==> config.mk <==
export PLATFORM = sky130hd
export DESIGN_NAME = vga_pattern_gen
export DESIGN_NICKNAME = d
export VERILOG_FILES = /design/src/rtl/vga_pkg.sv /design/src/rtl/vga_pattern_sel.sv /design/src/rtl/vga_pattern_gen.sv
export SDC_FILE = /design/constraint.sdc
export NUM_CORES = 1
export LEC_CHECK = 0
export ABC_AREA = 1
export CAP_MARGIN = 20
export CORE_AREA = 5 5 70 72
export DETAILED_ROUTE_END_ITERATION = 10
export DIE_AREA = 0 0 75 77
export PLACE_DENSITY = 0.57
export RECOVER_POWER = 100
export SLEW_MARGIN = 20
export SYNTH_ARGS = -nofsm -noshare
export SYNTH_HDL_FRONTEND = slang
export SYNTH_SLANG_ARGS = --single-unit
==> constraint.sdc <==
create_clock -name clk -period 1.76 [get_ports clk]
set_clock_uncertainty 0.05 [all_clocks]
set_input_delay 0.44 -clock clk [delete_from_list [all_inputs] [get_ports clk]]
set_output_delay 0.44 -clock clk [all_outputs]
set_load 0.03 [all_outputs]
==> src/rtl/vga_pkg.sv <==
// Shared definitions for the VGA test-pattern generator.
//   pattern_t      committed pattern encoding (matches the vga_state request code)
//   H/V_VISIBLE_DEF default active-area size
//   BAR_WIDTH      width of one colour bar in pixels
//   BLUE/WHITE/BLACK  packed {r[1:0], g[1:0], b[1:0]} colour constants
//   bar_index()    colour bar number for an x coordinate, wrapped to 0..7
package vga_pkg;

    typedef enum logic [1:0] {
        PAT_SOLID    = 2'd0,
        PAT_BARS     = 2'd1,
        PAT_CHECKER  = 2'd2,
        PAT_GRADIENT = 2'd3
    } pattern_t;

    localparam int H_VISIBLE_DEF = 640;
    localparam int V_VISIBLE_DEF = 480;
    localparam int BAR_WIDTH     = 80;

    localparam logic [5:0] BLUE  = 6'b000011;
    localparam logic [5:0] WHITE = 6'b111111;
    localparam logic [5:0] BLACK = 6'b000000;

    // Coordinates past the last bar (scrolled or out-of-area x) repeat the
    // bar sequence, so only the low three bits of the quotient matter.
    function automatic logic [2:0] bar_index(input logic [9:0] x);
        return 3'(x / 10'(BAR_WIDTH));
    endfunction

endpackage

==> src/rtl/vga_pattern_sel.sv <==
// Pattern commit FSM and frame counter.
// Ports:
//   clk         pixel clock, rising edge
//   rst         synchronous active-high reset
//   vga_state   requested pattern (sampled only on frame_done)
//   frame_done  one-cycle end-of-frame pulse
//   pattern     currently committed pattern
//   frame_cnt   frames since reset, wraps 255 -> 0
//
// state        | meaning
// -------------+-----------------------------------------------
// PAT_SOLID    | solid blue field (reset state)
// PAT_BARS     | eight vertical colour bars
// PAT_CHECKER  | 32x32 black/white checkerboard
// PAT_GRADIENT | colour ramps from x, y and frame count
module vga_pattern_sel
    import vga_pkg::*;
(
    input  logic       clk,
    input  logic       rst,
    input  logic [1:0] vga_state,
    input  logic       frame_done,
    output pattern_t   pattern,
    output logic [7:0] frame_cnt
);

    pattern_t state_q;
    pattern_t state_d;

    always_ff @(posedge clk) begin
        if (rst) begin
            state_q <= PAT_SOLID;
        end else begin
            state_q <= state_d;
        end
    end

    // Requests are only honoured at a frame boundary so a pattern never
    // changes mid-frame; whatever is requested at the pulse wins.
    always_comb begin
        state_d = state_q;
        if (frame_done) begin
            state_d = pattern_t'(vga_state);
        end
    end

    always_ff @(posedge clk) begin
        if (rst) begin
            frame_cnt <= 8'd0;
        end else if (frame_done) begin
            frame_cnt <= frame_cnt + 8'd1;
        end
    end

    assign pattern = state_q;

endmodule

==> src/rtl/vga_pattern_gen.sv <==
// VGA test-pattern generator: two-stage colour pipeline behind a timing stage.
// Stage 1 computes the pattern colour; stage 2 blanks it outside the active
// area and registers the outputs. Syncs travel through the same two stages.
// Ports:
//   clk, rst               pixel clock / synchronous active-high reset
//   vga_state              requested pattern, committed on frame_done
//   pix_x, pix_y           pixel coordinate from the timing stage
//   pix_visible            coordinate lies in the active area
//   hsync_in, vsync_in     active-low syncs from the timing stage
//   frame_done             end-of-frame pulse
//   vga_r, vga_g, vga_b    registered 2-bit colour
//   hsync, vsync           registered syncs, aligned with colour
// Build option: define VGA_PATTERN_SCROLL_EN to scroll bars and checker
// horizontally by frame_cnt pixels per frame.
module vga_pattern_gen
    import vga_pkg::*;
#(
    parameter int H_VISIBLE = H_VISIBLE_DEF,
    parameter int V_VISIBLE = V_VISIBLE_DEF
) (
    input  logic       clk,
    input  logic       rst,
    input  logic [1:0] vga_state,
    input  logic [9:0] pix_x,
    input  logic [9:0] pix_y,
    input  logic       pix_visible,
    input  logic       hsync_in,
    input  logic       vsync_in,
    input  logic       frame_done,
    output logic [1:0] vga_r,
    output logic [1:0] vga_g,
    output logic [1:0] vga_b,
    output logic       hsync,
    output logic       vsync
);

    // The coordinate ports are 10 bits wide; a larger active area cannot be
    // addressed, and this block marks such a configuration in the hierarchy.
    if (H_VISIBLE > 1024 || V_VISIBLE > 1024) begin : g_visible_area_too_large
    end

    pattern_t   pattern;
    logic [7:0] frame_cnt;

    vga_pattern_sel u_sel (
        .clk        (clk),
        .rst        (rst),
        .vga_state  (vga_state),
        .frame_done (frame_done),
        .pattern    (pattern),
        .frame_cnt  (frame_cnt)
    );

    logic [9:0] x_eff;

`ifdef VGA_PATTERN_SCROLL_EN
    // 10-bit wrap is intended: the scrolled image repeats every 1024 pixels.
    assign x_eff = pix_x + {2'b00, frame_cnt};
`else
    assign x_eff = pix_x;
    logic [5:0] unused_frame_cnt_lsb;
    assign unused_frame_cnt_lsb = frame_cnt[5:0];
`endif

    logic [6:0] unused_pix_y;
    assign unused_pix_y = {pix_y[9:8], pix_y[4:0]};

    logic [2:0] bar;
    logic [5:0] colour_d;

    assign bar = bar_index(x_eff);

    always_comb begin
        colour_d = BLUE;
        case (pattern)
            PAT_SOLID:    colour_d = BLUE;
            PAT_BARS:     colour_d = {{2{bar[2]}}, {2{bar[1]}}, {2{bar[0]}}};
            PAT_CHECKER:  colour_d = (x_eff[5] ^ pix_y[5]) ? WHITE : BLACK;
            PAT_GRADIENT: colour_d = {pix_x[7:6], pix_y[7:6], frame_cnt[7:6]};
            default:      colour_d = BLUE;
        endcase
    end

    logic [5:0] s1_colour;
    logic       s1_visible;
    logic       s1_hsync;
    logic       s1_vsync;

    always_ff @(posedge clk) begin
        if (rst) begin
            s1_colour  <= BLACK;
            s1_visible <= 1'b0;
            s1_hsync   <= 1'b1;
            s1_vsync   <= 1'b1;
        end else begin
            s1_colour  <= colour_d;
            s1_visible <= pix_visible;
            s1_hsync   <= hsync_in;
            s1_vsync   <= vsync_in;
        end
    end

    always_ff @(posedge clk) begin
        if (rst) begin
            {vga_r, vga_g, vga_b} <= BLACK;
            hsync                 <= 1'b1;
            vsync                 <= 1'b1;
        end else begin
            {vga_r, vga_g, vga_b} <= s1_visible ? s1_colour : BLACK;
            hsync                 <= s1_hsync;
            vsync                 <= s1_vsync;
        end
    end

endmodule
Word level (Yosys, flattened, before mapping)
Cells that the tools add are included.
{"block": "op_classes", "add_sub_neg": 1, "eq_ne": 3, "mux": 2, "n_bitwise": 2, "div_mod_pow": 1, "n_reduce_logical": 2}
{"cell": "one-hot mux 6 bit (4 select lines)", "count": 1}
{"cell": "divider 10 x 7 -> 10 bit, second input constant", "count": 1}
{"cell": "adder 8 x 1 -> 8 bit, second input constant", "count": 1}
{"cell": "two-way mux 6 bit", "count": 1}
{"cell": "== test 2 bit, second input constant", "count": 2}
{"cell": "== test 2 x 1 -> 1 bit, second input constant", "count": 1}
{"cell": "logical NOT 2 bit", "count": 1}
{"cell": "OR reduction 2 bit", "count": 1}
{"cell": "NOT 1 bit", "count": 1}
{"cell": "bitwise XOR 1 bit", "count": 1}
{"block": "word_totals", "reg_bits": 27, "word_cells": 22}

Depth between registers and ports, before layout
Gate-level depths: netlist (run 1).
{"block": "logic_depth", "ltp_word": 3, "depth_mapped": 14, "mapped_depth_nobuf": 14}

By module
From an unflattened synthesis (run 1), not the netlist that was laid out.
{"block": "unflattened", "cells_unflattened": 159, "hier_area_um2": 1218.7}
{"module": "vga_pattern_gen", "n_inst": 1, "seq_area_each_um2": 340.3, "cells_per_inst": 101, "area_per_inst_um2": 757.0}
{"module": "vga_pattern_sel", "n_inst": 1, "seq_area_each_um2": 200.2, "cells_per_inst": 58, "area_per_inst_um2": 461.7}

Worst setup path after synthesis (run 1)
OpenSTA, ideal clock, no wires.
{"block": "synth_timing", "path_type": "input to register", "start": "input port pix_x[7]", "end": "register s1_colour[0]", "setup_time_ps": 131, "n_path_buf": 0, "arrival_time_ps": 1262, "setup_slack_ps": 317, "stages": 12, "path_cell_list": "inv_2 > nor2_2 > o211ai_2 > nand2_2 > nand2_1 > nand2_1 > inv_1 > nand2_1 > nand3_1 > nand2_1 > nand2_1 > a21oi_1"}
{"block": "synth_via", "elab_chain_len": 2}
{"item": "start: declaration", "line_no": "vga_pattern_gen.sv:24", "rtl": "input logic [9:0] pix_x,"}
{"item": "divider 10 x 7 -> 10 bit", "line_no": "vga_pkg.sv:27", "rtl": "return 3'(x / 10'(BAR_WIDTH));"}
{"item": "one-hot mux 6 bit (4 select lines)", "line_no": "vga_pattern_gen.sv:75", "rtl": "case (pattern)"}
{"item": "end signal: assignment", "line_no": "vga_pattern_gen.sv:96", "rtl": "s1_colour <= colour_d;"}
{"item": "end: declaration", "line_no": "vga_pattern_gen.sv:84", "rtl": "logic [5:0] s1_colour;"}
No other way between the ends.
A chain may end at the register's enable or synchronous reset.

Worst setup path in the final report (run 1)
Same ends and word-level chain as after synthesis.

==> impl_metrics.py, run 1 <==
metrics = {
    "worst_setup_path": {
        "cp.arrival_ps": 1700,
        "ff2ff_path_depth": 8,
        "crit_top_cell": "nand2_1",
        "crit_type": "in -> reg",
        "r2r_slack_ps": 410,
        "cpMaxStageDelayCell": "dlygate4sd2_1",
        "worst_setup_path_end_kind": "flip-flop",
        "cp-start-kind": "input port",
        "r2r-start": "u_sel.frame_cnt[0]",
        "crit_required_ps": 1870,
        "worstPathCellList": "dlygate4sd2_1 > inv_2 > nor2_2 > o211ai_2 > nand2_2 > nand2_1 > nand2_1 > inv_1 > nand2_1 > nand3_1 > nand2_1 > nand2_1 > a21oi_1",
        "r2r_end": "u_sel.frame_cnt[6]",
        "max_stage_delay_ps": 260,
        "cp_max_fo": 6,
    },
    "hold_path": {
        "hp-start": "s1_colour[2]",
        "hold_depth": 2,
        "hold_end": "vga_g[0]",
        "hold_path.class": "reg -> reg",
    },
    "timing": {
        "tightest_slew_ps": 371,
        "fin_hold_ws_ps": 360,
        "clock.fmax_ghz": 0.628,
        "relSlewSlack_pct": 75.4,
        "setup_viol": 0,
        "finalMaxSlewViolations": 0,
        "period_share_pct": 90.4,
        "period_minus_slack_ps": 1590,
        "rsz0062_at_grt": "yes",
        "hold_violations": 0,
    },
    "global_routing": {
        "use_met3_pct": 3.14,
        "met2_usage_pct": 11.5,
        "use_met1_pct": 9.56,
        "grt_pass1_vias": 855,
        "antenna_found_initial": 0,
        "grt-ovfl-total": 0,
        "track_usage_pct": 7.52,
        "grt_first_pass_wirelength_mm": 3.48,
        "busiest_layer": "met2",
        "grt_max_degree": 17,
    },
    "floorplanning": {
        "num_rows": 24,
        "die_area_um2": 5780,
        "start_util_pct": 26.6,
        "die_y_um": 77,
        "ios": 36,
        "die_w_um": 75,
        "coreArea_um2": 4230,
    },
    "clocking": {
        "cts.reportedPaths.clkPinSlew_ps": 90,
        "cts_hold_buf": 0,
        "clock_latency_ps": 270,
        "numClockSinks": 27,
        "clockRootBuffer": "clkbuf_8",
        "cts_tree": "built",
        "clockBufferDepth": 2,
        "cts_buffers": 3,
        "htreeDepth": 1,
    },
    "layout": {
        "fill_cells": 461,
        "fin_util_pct": 36.1,
        "final_layout_size_suffix_gt1_share_pct": 15.7,
        "diodes": 0,
        "final_nets": 221,
        "area_growth_pct": 35.9,
        "ff_latch_area_um2": 541,
        "multi_input_area_um2": 469,
    },
    "logic_synthesis": {
        "synth_nets": 180,
        "ys_warn_count": 0,
        "ys_types": 22,
        "yosysTopAreaCell": "dfxtp_1",
        "ys_seq_elements": 27,
        "netlist.area_leader.share_pct": 48.1,
        "synthTopCellsByArea": "dfxtp_1, nand2_1, inv_1",
        "synth.yosys.seq_area_share_pct": 48.1,
        "synth_area_per_cell_um2": 7.45,
        "synth_cells": 151,
        "synth_area_um2": 1120,
    },
    "pwr": {
        "powerDensity_nw_per_um2": 765,
        "power.leakage_nw": 0.708,
        "ir_drop_mv": 0.404,
        "power.total_mw": 1.17,
    },
    "route": {
        "wl_per_cell_um": 8.56,
        "first_pass_iters": 4,
        "postRouteAntennaNets": 0,
        "wl_mm": 2.08,
        "drt_iter0_markers": 33,
        "vias_per_cell": 4.16,
        "drc_errors": 0,
        "vias": 1012,
    },
    "run_status": {
        "status": "finished clean",
    },
    "place": {
        "portBuffers": 24,
        "place_congestion": 0.724,
        "dpl.hpwl_mm": 1.64,
    },
    "flow_run": {
        "drv_cap": 0,
    },
}
per-layer routing:
metal / wire [um] / vias up / share of wire (%)
met5: 0 / - / 0
met4: 27 / 0 / 1.3
met3: 130 / 4 / 6.2
met2: 933 / 18 / 45
met1: 989 / 429 / 48
li1: - / 561 / -
worst max path at each step:
stage	start	to	depth (start not counted)
after detailed placement	pix_x[9]	s1_colour[0]	12
after global placement	pix_x[9]	s1_colour[1]	12
after CTS	hsync	hsync	1
final	pix_x[7]	s1_colour[0]	13
after floorplan	pix_x[7]	s1_colour[0]	12
after global routing	pix_x[7]	s1_colour[1]	12
logic make-up (layout without fill, tap and decap cells):
family | count (synthesis) | after routing | synth area share, %
simple gates | 67 | 67 | 25.7
buf+inv | 28 | 68 | 10.6
compound gates | 28 | 28 | 14.6
flops | 27 | 27 | 48.1
fa+ha+maj | 1 | 1 | 1.11
per-stage QoR:
stage / TNS (ps) / worst slack, ps / instances / cell area (um2)
2_1_floorplan: 0 / 317 / 151 / 1120
3_3_place_gp: -1680 / -329 / 239 / 1520
3_5_place_dp: -1880 / -351 / 239 / 1520
4_1_cts: 0 / 6.87 / 243 / 1570
5_1_grt: -6.98 / -6.98 / 243 / 1530
6_report: 0 / 168 / 243 / 1530
worst max-delay path: cells and delay by family:
family	cells	cell delay (ps)
simple gates	8	550
buf+inv	3	420
compound gates	2	280
cells in the mapped netlist, drive strengths merged:
cell type  number
dfxtp          27
nand3           9
a21oi          13
nand2          29
or2             5
and3            1
nor3            1
clkbuf          1
o211ai          2
bufinv          1
inv            26
ha              1
a221oi          2
nand4           2
o21ai           9
nor2           20
a31oi           2
what timing repair did:
item,4_1_cts,5_1_grt
pin swaps,0,1
gates resized for setup,2,11
setup endpoints to repair,2,12
buffers inserted,0,0
report_power, final:
part,switching [mW],internal [mW],total (mW)
Clock,0.183,0.160,0.343
Sequential,0.0102,0.636,0.647
Combinational,0.0908,0.0886,0.179
Total,0.284,0.885,1.17
area by class of cell:
type	instances	share of cell area, %
clock buffer	3	2.70
inverter	27	7.53
tap	52	4.26
multi-input combinational	96	30.7
timing repair buffer	37	19.0
clock inverter	1	0.491
sequential	27	35.4
flip-flops by register name, summed over array words and instances, names as in the netlist:
| register | flops |
|---|---|
| vga_r | 2 |
| s1_visible | 1 |
| vga_b | 2 |
| s1_colour | 6 |
| s1_hsync | 1 |
| vga_g | 2 |
| hsync | 1 |
| vsync | 1 |
| s1_vsync | 1 |
| u_sel.frame_cnt | 8 |
| u_sel.pattern | 2 |
layout by cell type, fill, tap and decap left out, types with 2 or more instances in the layout:
cell type        instances
buf_4                   13
dlygate4sd3_1            2
clkbuf_1                 8
nand2_1                 28
or2_2                    5
inv_1                   24
nand3_1                  9
dlymetal6s2s_1           2
nand4_1                  2
nor2_1                  19
o21ai_0                  8
a21oi_1                 12
dfxtp_1                 27
clkdlybuf4s50_1         10
a221oi_1                 2
inv_2                    2
dlygate4sd2_1            2
clkbuf_8                 3
a31oi_1                  2
(Power assumes the default switching activity.)
==> run 2: changes to the inputs <==
--- a/config.mk
+++ b/config.mk
@@ -6,13 +6,11 @@
 export NUM_CORES = 1
 export LEC_CHECK = 0
 export ABC_AREA = 1
-export CAP_MARGIN = 20
 export CORE_AREA = 5 5 70 72
 export DETAILED_ROUTE_END_ITERATION = 10
 export DIE_AREA = 0 0 75 77
 export PLACE_DENSITY = 0.57
 export RECOVER_POWER = 100
-export SLEW_MARGIN = 20
 export SYNTH_ARGS = -nofsm -noshare
 export SYNTH_HDL_FRONTEND = slang
 export SYNTH_SLANG_ARGS = --single-unit
==> results of run 2 <==
No change in the layout: final DEF, timing and power equal those of run 1.
==> run 3: changes to the inputs <==
--- a/config.mk
+++ b/config.mk
@@ -11,6 +11,8 @@
 export DIE_AREA = 0 0 75 77
 export PLACE_DENSITY = 0.57
 export RECOVER_POWER = 100
+export SLEW_MARGIN = 30
 export SYNTH_ARGS = -nofsm -noshare
 export SYNTH_HDL_FRONTEND = slang
 export SYNTH_SLANG_ARGS = --single-unit
+export TNS_END_PERCENT = 20
==> results of run 3 <==
No change in the layout: final DEF, timing and power equal those of run 1.
